==> config.mk <==
export PLATFORM = sky130hd
export DESIGN_NAME = uart_debug_monitor_flat
export DESIGN_NICKNAME = d
export VERILOG_FILES = /design/src/rtl/uart_debug_monitor_pkg.sv /design/src/rtl/uart_debug_monitor_if.sv /design/src/rtl/uart_debug_monitor_guard.sv /design/src/rtl/uart_debug_monitor.sv /design/src/flat_wrapper.sv
export SDC_FILE = /design/constraint.sdc
export NUM_CORES = 1
export LEC_CHECK = 0
export ABC_CLOCK_PERIOD_IN_PS = 4710
export BUFFER_PORTS_ARGS = -buffer_cell sky130_fd_sc_hd__buf_4
export CAP_MARGIN = 20
export CORE_MARGIN = 4
export CORE_UTILIZATION = 46
export DETAILED_ROUTE_END_ITERATION = 8
export PLACE_DENSITY = 0.77
export SYNTH_ARGS = -nofsm -noshare
export SYNTH_HDL_FRONTEND = slang
export SYNTH_HIERARCHICAL = 1
export SYNTH_SLANG_ARGS = --single-unit
export TNS_END_PERCENT = 5
==> constraint.sdc <==
create_clock -name clk -period 4.71 [get_ports clk]
set_input_delay 0 -clock clk [delete_from_list [all_inputs] [get_ports clk]]
set_output_delay 0 -clock clk [all_outputs]
set_load 0.01 [all_outputs]
==> src/rtl/uart_debug_monitor_pkg.sv <==
// Shared state/response types, ASCII constants and nibble <-> ASCII helpers
// for the UART debug monitor.
package dbg_mon_pkg;

  typedef enum logic [2:0] {
    ST_IDLE,
    ST_DECODE,
    ST_LOAD,
    ST_SEND,
    ST_GAP
  } state_e;

  typedef enum logic [1:0] {
    RESP_DATA,
    RESP_ERR,
    RESP_ACK
  } resp_e;

  typedef struct packed {
    logic       valid;
    logic [3:0] nib;
  } hex_t;

  localparam logic [7:0] ASCII_CR   = 8'h0D;
  localparam logic [7:0] ASCII_LF   = 8'h0A;
  localparam logic [7:0] ASCII_QM   = 8'h3F;
  localparam logic [7:0] ASCII_BANG = 8'h21;
  localparam logic [7:0] ASCII_ZERO = 8'h30;
  localparam logic [7:0] ASCII_A    = 8'h41;

  function automatic logic [7:0] nib2ascii(input logic [3:0] n);
    return (n < 4'd10) ? ASCII_ZERO + {4'h0, n} : ASCII_A + {4'h0, n - 4'd10};
  endfunction

  // Letters share their low nibble offset: 'A'/'a' end in 1, so +9 yields 10.
  function automatic hex_t ascii2nib(input logic [7:0] c);
    hex_t h;
    h.valid = 1'b0;
    h.nib   = c[3:0];
    if (c >= 8'h30 && c <= 8'h39) begin
      h.valid = 1'b1;
    end else if ((c >= 8'h61 && c <= 8'h66) || (c >= 8'h41 && c <= 8'h46)) begin
      h.valid = 1'b1;
      h.nib   = c[3:0] + 4'd9;
    end
    return h;
  endfunction

endpackage

==> src/rtl/uart_debug_monitor_if.sv <==
// UART byte-side handshake between the debug monitor (master) and the UART (slave).
interface uart_debug_monitor_if;
  logic [7:0] rx_data;
  logic       rx_valid;
  logic       rx_re;
  logic [7:0] tx_data;
  logic       tx_we;
  logic       tx_busy;

  modport master (input rx_data, rx_valid, tx_busy, output rx_re, tx_data, tx_we);
  modport slave  (output rx_data, rx_valid, tx_busy, input rx_re, tx_data, tx_we);
endinterface

==> src/rtl/uart_debug_monitor_guard.sv <==
// GUARD-cycle holdoff counter: restarts on start, reports expired once it reaches zero.
module dbg_mon_guard #(
  parameter int GUARD = 4
) (
  input  logic clk,
  input  logic rst,
  input  logic start,
  output logic expired
);
  localparam int CW = (GUARD > 0) ? $clog2(GUARD + 1) : 1;

  logic [CW-1:0] cnt_q, cnt_d;

  always_comb begin
    cnt_d = cnt_q;
    if (start) begin
      cnt_d = CW'(GUARD);
    end else if (cnt_q != '0) begin
      cnt_d = cnt_q - CW'(1);
    end
  end

  always_ff @(posedge clk or posedge rst) begin
    if (rst) begin
      cnt_q <= '0;
    end else begin
      cnt_q <= cnt_d;
    end
  end

  assign expired = (cnt_q == '0);
endmodule

==> src/rtl/uart_debug_monitor.sv <==
// UART debug monitor: single-char commands select a probe channel and reply with its hex value + CR LF.
// Halt/go/step commands and the halt port are built only when DBGMON_HALT_EN is defined.
module uart_debug_monitor
  import dbg_mon_pkg::*;
#(
  parameter int NCH   = 8,
  parameter int WIDTH = 32,
  parameter int GUARD = 4
) (
  input  logic                                     clk,
  input  logic                                     rst,
  input  logic [NCH*WIDTH-1:0]                     probe_in,
  uart_debug_monitor_if.master                     uart,
  output logic [((NCH > 1) ? $clog2(NCH) : 1)-1:0] sel_out,
  output logic [15:0]                              disp_out,
  output logic                                     err
`ifdef DBGMON_HALT_EN
  ,
  output logic                                     halt
`endif
);
  localparam int SELW = (NCH > 1) ? $clog2(NCH) : 1;
  localparam int NDIG = WIDTH / 4;
  localparam int IW   = $clog2(NDIG + 3);

  state_e          state_q, state_d;
  resp_e           resp_q, resp_d;
  logic [7:0]      cmd_q, cmd_d;
  logic [7:0]      tx_data_q, tx_data_d;
  logic [SELW-1:0] sel_q, sel_d;
  logic [WIDTH-1:0] shadow_q, shadow_d;
  logic [IW-1:0]   idx_q, idx_d;
  logic            rx_re_q, rx_re_d;
  logic            tx_we_q, tx_we_d;
`ifdef DBGMON_HALT_EN
  logic            halt_q, halt_d;
  logic            step_q, step_d;
`endif

  logic             rx_ok, tx_ok;
  hex_t             hex;
  logic [WIDTH-1:0] ch_word [NCH];
  logic [WIDTH-1:0] digit_sh;
  logic [7:0]       resp_byte;
  logic [IW-1:0]    resp_len;

  genvar gi;
  generate
    for (gi = 0; gi < NCH; gi++) begin : g_ch
      assign ch_word[gi] = probe_in[gi*WIDTH +: WIDTH];
    end
    if (WIDTH >= 16) begin : g_disp_wide
      assign disp_out = ch_word[sel_q][15:0];
    end else begin : g_disp_narrow
      assign disp_out = {{(16-WIDTH){1'b0}}, ch_word[sel_q]};
    end
  endgenerate

  // Guards restart on the registered pulses so the holdoff covers the cycles after the pulse.
  dbg_mon_guard #(.GUARD(GUARD)) u_rx_guard (
    .clk(clk), .rst(rst), .start(rx_re_q), .expired(rx_ok)
  );
  dbg_mon_guard #(.GUARD(GUARD)) u_tx_guard (
    .clk(clk), .rst(rst), .start(tx_we_q), .expired(tx_ok)
  );

  assign hex      = ascii2nib(cmd_q);
  assign digit_sh = shadow_q << {idx_q, 2'b00};
  assign resp_len = (resp_q == RESP_DATA) ? IW'(NDIG + 2) : IW'(3);

  always_comb begin
    resp_byte = ASCII_LF;
    if (resp_q == RESP_DATA) begin
      if (idx_q < IW'(NDIG)) begin
        resp_byte = nib2ascii(digit_sh[WIDTH-1 -: 4]);
      end else if (idx_q == IW'(NDIG)) begin
        resp_byte = ASCII_CR;
      end
    end else begin
      if (idx_q == '0) begin
        resp_byte = (resp_q == RESP_ACK) ? ASCII_BANG : ASCII_QM;
      end else if (idx_q == IW'(1)) begin
        resp_byte = ASCII_CR;
      end
    end
  end

  always_comb begin
    state_d   = state_q;
    resp_d    = resp_q;
    cmd_d     = cmd_q;
    tx_data_d = tx_data_q;
    sel_d     = sel_q;
    shadow_d  = shadow_q;
    idx_d     = idx_q;
    rx_re_d   = 1'b0;
    tx_we_d   = 1'b0;
    err       = 1'b0;
`ifdef DBGMON_HALT_EN
    halt_d    = halt_q;
    step_d    = 1'b0;
    if (step_q) begin
      halt_d = 1'b1;
    end
`endif
    unique case (state_q)
      ST_IDLE: begin
        if (uart.rx_valid && rx_ok) begin
          cmd_d   = uart.rx_data;
          rx_re_d = 1'b1;
          state_d = ST_DECODE;
        end
      end
      ST_DECODE: begin
        idx_d   = '0;
        state_d = ST_LOAD;
        if (hex.valid && ({28'd0, hex.nib} < NCH)) begin
          sel_d    = hex.nib[SELW-1:0];
          shadow_d = ch_word[hex.nib[SELW-1:0]];
          resp_d   = RESP_DATA;
        end else if (cmd_q == 8'h72 || cmd_q == 8'h52) begin
          shadow_d = ch_word[sel_q];
          resp_d   = RESP_DATA;
        end
`ifdef DBGMON_HALT_EN
        else if (cmd_q == 8'h68) begin
          halt_d = 1'b1;
          resp_d = RESP_ACK;
        end else if (cmd_q == 8'h67) begin
          halt_d = 1'b0;
          resp_d = RESP_ACK;
        end else if (cmd_q == 8'h73) begin
          if (halt_q) begin
            halt_d = 1'b0;
            step_d = 1'b1;
          end
          resp_d = RESP_ACK;
        end
`endif
        else begin
          err    = 1'b1;
          resp_d = RESP_ERR;
        end
      end
      ST_LOAD: begin
        tx_data_d = resp_byte;
        state_d   = ST_SEND;
      end
      ST_SEND: begin
        if (tx_ok && !uart.tx_busy) begin
          tx_we_d = 1'b1;
          idx_d   = idx_q + IW'(1);
          state_d = ST_GAP;
        end
      end
      ST_GAP: begin
        state_d = (idx_q == resp_len) ? ST_IDLE : ST_LOAD;
      end
      default: state_d = ST_IDLE;
    endcase
  end

  always_ff @(posedge clk or posedge rst) begin
    if (rst) begin
      state_q   <= ST_IDLE;
      resp_q    <= RESP_DATA;
      cmd_q     <= 8'h00;
      tx_data_q <= 8'h00;
      sel_q     <= '0;
      shadow_q  <= '0;
      idx_q     <= '0;
      rx_re_q   <= 1'b0;
      tx_we_q   <= 1'b0;
`ifdef DBGMON_HALT_EN
      halt_q    <= 1'b0;
      step_q    <= 1'b0;
`endif
    end else begin
      state_q   <= state_d;
      resp_q    <= resp_d;
      cmd_q     <= cmd_d;
      tx_data_q <= tx_data_d;
      sel_q     <= sel_d;
      shadow_q  <= shadow_d;
      idx_q     <= idx_d;
      rx_re_q   <= rx_re_d;
      tx_we_q   <= tx_we_d;
`ifdef DBGMON_HALT_EN
      halt_q    <= halt_d;
      step_q    <= step_d;
`endif
    end
  end

  assign uart.rx_re   = rx_re_q;
  assign uart.tx_we   = tx_we_q;
  assign uart.tx_data = tx_data_q;
  assign sel_out      = sel_q;
`ifdef DBGMON_HALT_EN
  assign halt         = halt_q;
`endif
endmodule

==> src/flat_wrapper.sv <==
// flat-port wrapper written by rule: the top's interface ports become plain ports
module uart_debug_monitor_flat import dbg_mon_pkg::*;
#(
  parameter int NCH   = 8,
  parameter int WIDTH = 32,
  parameter int GUARD = 4
)
  (clk, rst, probe_in, sel_out, disp_out, err, uart_rx_data, uart_rx_valid, uart_tx_busy, uart_rx_re, uart_tx_data, uart_tx_we);
  uart_debug_monitor_if uart_i ();
  input  logic clk;
  input  logic rst;
  input  logic [NCH*WIDTH-1:0] probe_in;
  output logic [((NCH > 1) ? $clog2(NCH) : 1)-1:0] sel_out;
  output logic [15:0] disp_out;
  output logic err;
  input wire logic [$bits(uart_i.rx_data)-1:0] uart_rx_data;
  input wire logic [$bits(uart_i.rx_valid)-1:0] uart_rx_valid;
  input wire logic [$bits(uart_i.tx_busy)-1:0] uart_tx_busy;
  output wire logic [$bits(uart_i.rx_re)-1:0] uart_rx_re;
  output wire logic [$bits(uart_i.tx_data)-1:0] uart_tx_data;
  output wire logic [$bits(uart_i.tx_we)-1:0] uart_tx_we;
  assign uart_i.rx_data = uart_rx_data;
  assign uart_i.rx_valid = uart_rx_valid;
  assign uart_i.tx_busy = uart_tx_busy;
  assign uart_rx_re = uart_i.rx_re;
  assign uart_tx_data = uart_i.tx_data;
  assign uart_tx_we = uart_i.tx_we;
  uart_debug_monitor #(.NCH(NCH), .WIDTH(WIDTH), .GUARD(GUARD)) u_core (.clk(clk), .rst(rst), .probe_in(probe_in), .uart(uart_i), .sel_out(sel_out), .disp_out(disp_out), .err(err));
endmodule
-- Word level (Yosys, flattened, before mapping)
Cells that the tools add are included.
- register bits after elaboration: 68
- bits of input ports: 268
- output and inout bits: 30
- logic and storage cells: 107
- add/subtract/negate cells: 7
- order comparisons: 11
- equal/unequal tests: 12
- shift operators: 1
- mux-type cells: 38
- bitwise operators: 2
- reductions and logical operators: 25
- operators with widths (kind ; count):
    binary-select mux 32 bit (select 3 bit) ; 2
    2-to-1 mux 32 bit ; 6
    2-to-1 mux 8 bit ; 4
    left shift 32 x 6 -> 32 bit ; 1
    2-to-1 mux 3 bit ; 8
    equality test 8 x 7 -> 1 bit (second input constant) ; 2
    >= comparator 8 x 7 -> 1 bit (second input constant) ; 2
    less-or-equal comparator 8 x 7 -> 1 bit (second input constant) ; 2
    one-hot mux 3 bit (5 select lines) ; 1
    < comparator 4 bit (second input constant) ; 3
    2-to-1 mux 4 bit ; 3
    2-to-1 mux 5 bit ; 2
    AND reduction 2 bit ; 5
    logical NOT 3 bit ; 3
    2-to-1 mux 1 bit ; 9
    adder 7 x 4 -> 8 bit (first input constant) ; 1
    >= comparator 4 bit (second input constant) ; 2
    >= comparator 8 x 6 -> 1 bit (second input constant) ; 1
    less-or-equal comparator 8 x 6 -> 1 bit (second input constant) ; 1
    inverter 3 -> 4 bit ; 2
    one-hot mux 4 bit (2 select lines) ; 1
    nonzero test 2 bit ; 4
    adder 6 x 4 -> 7 bit (first input constant) ; 1
    equality test 3 x 2 -> 1 bit (second input constant) ; 2
    other kinds (18) ; 28

-- Logic depth before layout (Yosys ltp)
- depth in word-level cells: 10
- depth in mapped cells: 10
- gate-level depth less buffers: 8

-- Cells and area by module
Netlist, hierarchy kept.
- by module, submodules not included (module ; times used ; cells an instance ; area each (µm²) ; sequential area each (µm²)):
    uart_debug_monitor ; 1 ; 621 ; 7011.7 ; 1501.4
    dbg_mon_guard ; 2 ; 17 ; 187.7 ; 75.1

-- Worst setup path after synthesis
Ideal clock, no wire load.
- kind: register to register
- start: reg u_core.cmd_q[1]
- end: reg u_core.shadow_q[29]
- library setup time: 0.141 ns
- arrival time: 2.309 ns
- path slack: 2.260 ns
- stages on the path, launching flop included: 11
- cell sequence: dfrtp_1 inv_1 ha_1 nor2b_1 o311ai_4 xnor2_2 buf_6 buf_2 mux2_2 a222oi_1 a31oi_1
- cells in the longest elaborated chain, start to end: 10
- ends and longest elaborated chain (item ; line ; RTL):
    start: declaration ; uart_debug_monitor.sv:28 ; logic [7:0] cmd_q, cmd_d;
    start signal: assignment ; uart_debug_monitor.sv:181 ; cmd_q <= cmd_d;
    >= comparator 8 x 7 -> 1 bit or less-or-equal comparator 8 x 7 -> 1 bit (tied branches) ; uart_debug_monitor_pkg.sv:42 ; end else if ((c >= 8'h61 && c <= 8'h66) || (c >= 8'h41 && c <= 8'h46)) begin
    logical AND 1 bit ; uart_debug_monitor_pkg.sv:42 ;
    logical OR 1 bit ; uart_debug_monitor_pkg.sv:42 ;
    2-to-1 mux 5 bit ; uart_debug_monitor_pkg.sv:42 ;
    2-to-1 mux 4 bit ; uart_debug_monitor_pkg.sv:40 ; if (c >= 8'h30 && c <= 8'h39) begin
    inverter 3 -> 4 bit (not written as such) ; uart_debug_monitor.sv:119 ; shadow_d = ch_word[hex.nib[SELW-1:0]];
    binary-select mux 32 bit (select 3 bit) ; uart_debug_monitor.sv:119 ;
    2-to-1 mux 32 bit (not written as such) (2 in series) ; uart_debug_monitor.sv:119 ;
    2-to-1 mux 32 bit ; uart_debug_monitor.sv:117 ; if (hex.valid && ({28'd0, hex.nib} < NCH)) begin
    end signal: assignment ; uart_debug_monitor.sv:184 ; shadow_q <= shadow_d;
    end: declaration ; uart_debug_monitor.sv:31 ; logic [WIDTH-1:0] shadow_q, shadow_d;
Parallel ways exist; a longest one is shown, timed or not. The select of a mux whose other input is x is not followed.
A chain may end at the register's enable or synchronous reset.

-- Worst setup path in the final report
- start: reg u_core.cmd_q[1]
- end: reg u_core.shadow_q[22]
Same word-level chain as after synthesis.

==> impl_summary.log <==
[metrics] post_cts resized: 0
[metrics] main flop type after synthesis: dfrtp_1
[metrics] number of buffers added for setup after CTS: 0
[metrics] area growth from synthesis to layout: 37.7%
[metrics] run status: completed
[metrics] maximum fanout along the worst path: 20
[metrics] height of the die: ~130 um
[metrics] remaining number of nets flagged by the antenna check after routing: 0
[metrics] Initial Util: a little under half
[metrics] CTS Root Cell: clkbuf_16
[metrics] HPWL Detailed: approximately 20,000 um
[metrics] number of vias per cell: about 6.3
[metrics] layout cell share with drive strength beyond 1: 59.1%
[metrics] GRT overflow: 0
[metrics] number of buffers created by CTS: 9
[metrics] maximum capacitance violations: 0
[metrics] most common cell after layout, fill and taps aside: buf_4
[metrics] post-route cell area: 10,200 sq um
[metrics] starting DRC count in detailed routing: slightly above 700
[metrics] pin count of the biggest net entering global routing: around 90
[metrics] post-layout minimum cycle time: between 3 and 4 ns
[metrics] kind of path behind the tightest hold check: input pin to flip-flop
[metrics] Skew-Pair Late Insertion Delay: 0.34 ns
[metrics] commonest non-fill, non-tap cells in the layout: buf_4 (303), mux2_2 (131), mux4_2 (72)
[metrics] number of max-slew violations in the final report: 0
[metrics] worst vdd rail ir drop: roughly 0.55 mV
[metrics] number of enable-type register cells in the synthesized netlist: 0
[metrics] instance count of the mapped netlist: between 600 and 700
[metrics] detailed-route via count: 7,129
[metrics] Worst slew margin: a little under a third
[metrics] required time of the critical path: between 4 and 5 ns
[metrics] critical setup path kind: flip-flop to flip-flop
[metrics] Placed Instance Area: around 9700 sq um
[metrics] DRC violation count after routing: 0
[metrics] setup tns final: 0 ns
[metrics] Boundary Pins: between 200 and 300
[metrics] ratio of total power to cell area: about 550 nW/um^2
[metrics] endpoint class of the critical path: flip-flop
[metrics] Clock transition at path regs: roughly 0.060 ns
[metrics] tightest hold margin: 0.0670 ns
[metrics] wire length per cell: approximately 23 um
[metrics] row count: between 40 and 50
[metrics] clock sinks: 66
[metrics] input/output buffers: between 200 and 300
[metrics] count of nets after finishing: roughly 1,200
[metrics] setup slack after layout: ~1.2 ns
[metrics] synthesized netlist net count: 936
[metrics] total standard cell area after synthesis: around 7400 sq um
[metrics] Post-Syn Area per Cell: around 11 sq um
[metrics] GRT Total Usage: 28.7%
[metrics] data arrival time at the worst-slack endpoint: ~3.8 ns
[metrics] Final Cycle Share: 75.3%
[metrics] RSZ-0062 raised after global routing: no
[metrics] library cells used by synthesis: 52
[metrics] Fin Clk Skew: between 0.009 and 0.01 ns
[metrics] transition at the pin with the smallest max-transition slack: around 1.0 ns
[metrics] Ant. Diodes: 0
[metrics] utilization after layout: between 60% and 70%
[metrics] TritonRoute pass-1 iters: 6
[metrics] maximum clock frequency: ~280 MHz
[metrics] startpoint of the most critical register-to-register path: u_core/cmd_q[1]
[metrics] Placer Congestion: 0.894
[metrics] fillers: 1,290
[metrics] count of warnings emitted by yosys: 6
[metrics] total core area: 15,800 sq um
[metrics] TritonCTS clock tree: built
[metrics] initial antenna violation count: 0
[metrics] proportion of synthesized chip area in sequential cells: 22.4%
[metrics] number of hold buffers added after cts: 9
[metrics] static power due to leakage: between 4 and 5 nW
[metrics] die width: 135 um
[metrics] type of element launching the critical path: flip-flop
[metrics] ys async rst share: 100%
[metrics] wire length of the first global-routing pass: 41,100 um
[metrics] clock buffer depth: 2
[metrics] full die area: 18,200 sq um
[metrics] Crit. Startpoint: u_core/cmd_q[1]
[metrics] Yosys reg bits: 66
[metrics] Final Hold Fails: 0
[metrics] hold path start: uart_tx_busy
[metrics] wire length after detailed routing: 26,400 um
[metrics] Post-Place Worst Slack: 1.29 ns
[metrics] setup violators final: 0
[metrics] number of global-route vias before repair: around 7,600
[metrics] number of H-tree levels: 3
[flip-flops by register name, summed over array words and instances (netlist names)]
register,flops
u_core/uart.tx_data,7
u_core/resp_q,1
u_core/idx_q,4
u_core/state_q,3
u_core/cmd_q,8
u_core/uart.tx_we,1
u_core/u_tx_guard/cnt_q,3
u_core/uart.rx_re,1
u_core/sel_out,3
u_core/shadow_q,32
u_core/u_rx_guard/cnt_q,3
[per-layer routing]
layer	up-vias	GRT usage, %	routed length, um
met3	55	5.96	2060
met4	0	8.20	765
met1	3531	36.2	10100
li1	3183	-	-
met5	-	0	0
met2	360	49.8	13500
[power by group]
| part | total, mW | switching (mW) | internal [mW] |
|---|---|---|---|
| Clock | 0.802 | 0.269 | 0.534 |
| Combinational | 3.69 | 1.74 | 1.95 |
| Sequential | 1.06 | 0.286 | 0.773 |
[per-stage QoR]
step,power (mW),instances
after floorplan,3.78,655
after global placement,4.63,1110
after detailed placement,4.69,1110
after CTS,5.53,1135
after global routing,5.89,1136
final,5.55,1136
[critical path, cell delays in order (launching register included)]
cell and delay [ns]:
dfrtp_1 0.43, inv_1 0.10, ha_1 0.18, nor2b_1 0.17, o311ai_4 0.41, mux2i_1 0.64, and2_1 0.91, buf_4 0.37
nand2_1 0.09, a31oi_1 0.16
[synthesized netlist by cell type, types with 6 or more instances]
| library cell | number | area share, % |
|---|---|---|
| o21ai_0 | 6 | 0.41 |
| o31ai_1 | 6 | 0.61 |
| o22ai_1 | 34 | 2.9 |
| dfrtp_1 | 66 | 22 |
| buf_1 | 8 | 0.41 |
| nor2_1 | 26 | 1.3 |
| buf_2 | 24 | 1.6 |
| clkbuf_1 | 27 | 1.4 |
| inv_1 | 14 | 0.71 |
| a21oi_1 | 10 | 0.68 |
| mux2_2 | 131 | 20 |
| nor2b_1 | 9 | 0.76 |
| nand2_1 | 43 | 2.2 |
| mux4_2 | 72 | 22 |
| mux2i_1 | 6 | 0.81 |
| ha_1 | 13 | 2.2 |
| a31oi_1 | 33 | 2.8 |
| a222oi_1 | 32 | 4.3 |
| mux2_1 | 35 | 5.3 |
[final timing paths]
path	cells after the start	to	slack, ns
min reg2reg	2	u_core/uart.tx_data[5]	0.49
max reg2reg	9	u_core/shadow_q[22]	1.16
min	3	u_core/uart.tx_we	0.07
max	9	u_core/shadow_q[22]	1.16
max in group asynchronous	4	u_core/sel_out[0]	3.61
min in group asynchronous	3	u_core/u_rx_guard/cnt_q[2]	0.12
[logic make-up (layout without fill, tap and decap cells)]
| group | Yosys count | after routing | share of synthesized area (%) |
|---|---|---|---|
| muxes | 246 | 246 | 48.5 |
| adders and majority gates | 13 | 13 | 2.20 |
| other | 1 | 1 | 0.0508 |
| and+or+nand+nor | 109 | 109 | 7.44 |
| AOI/OAI and AO/OA | 135 | 135 | 13.9 |
| DFF | 66 | 66 | 22.4 |
| xor gates and xnor gates | 5 | 5 | 0.695 |
| buffers and inverters | 80 | 345 | 4.93 |
[cell type report]
class                   instances  area, sq um  area share [%]
clock buffers                  10          239            2.35
clock inverters                 6          113            1.11
inverters                      15         56.3           0.554
multi-input cells             509         5420            53.3
flip-flops and latches         66         1660            16.3
well taps                     216          270            2.66
repair buffers                314         2410            23.7
Power figures use the tool's default switching activity.
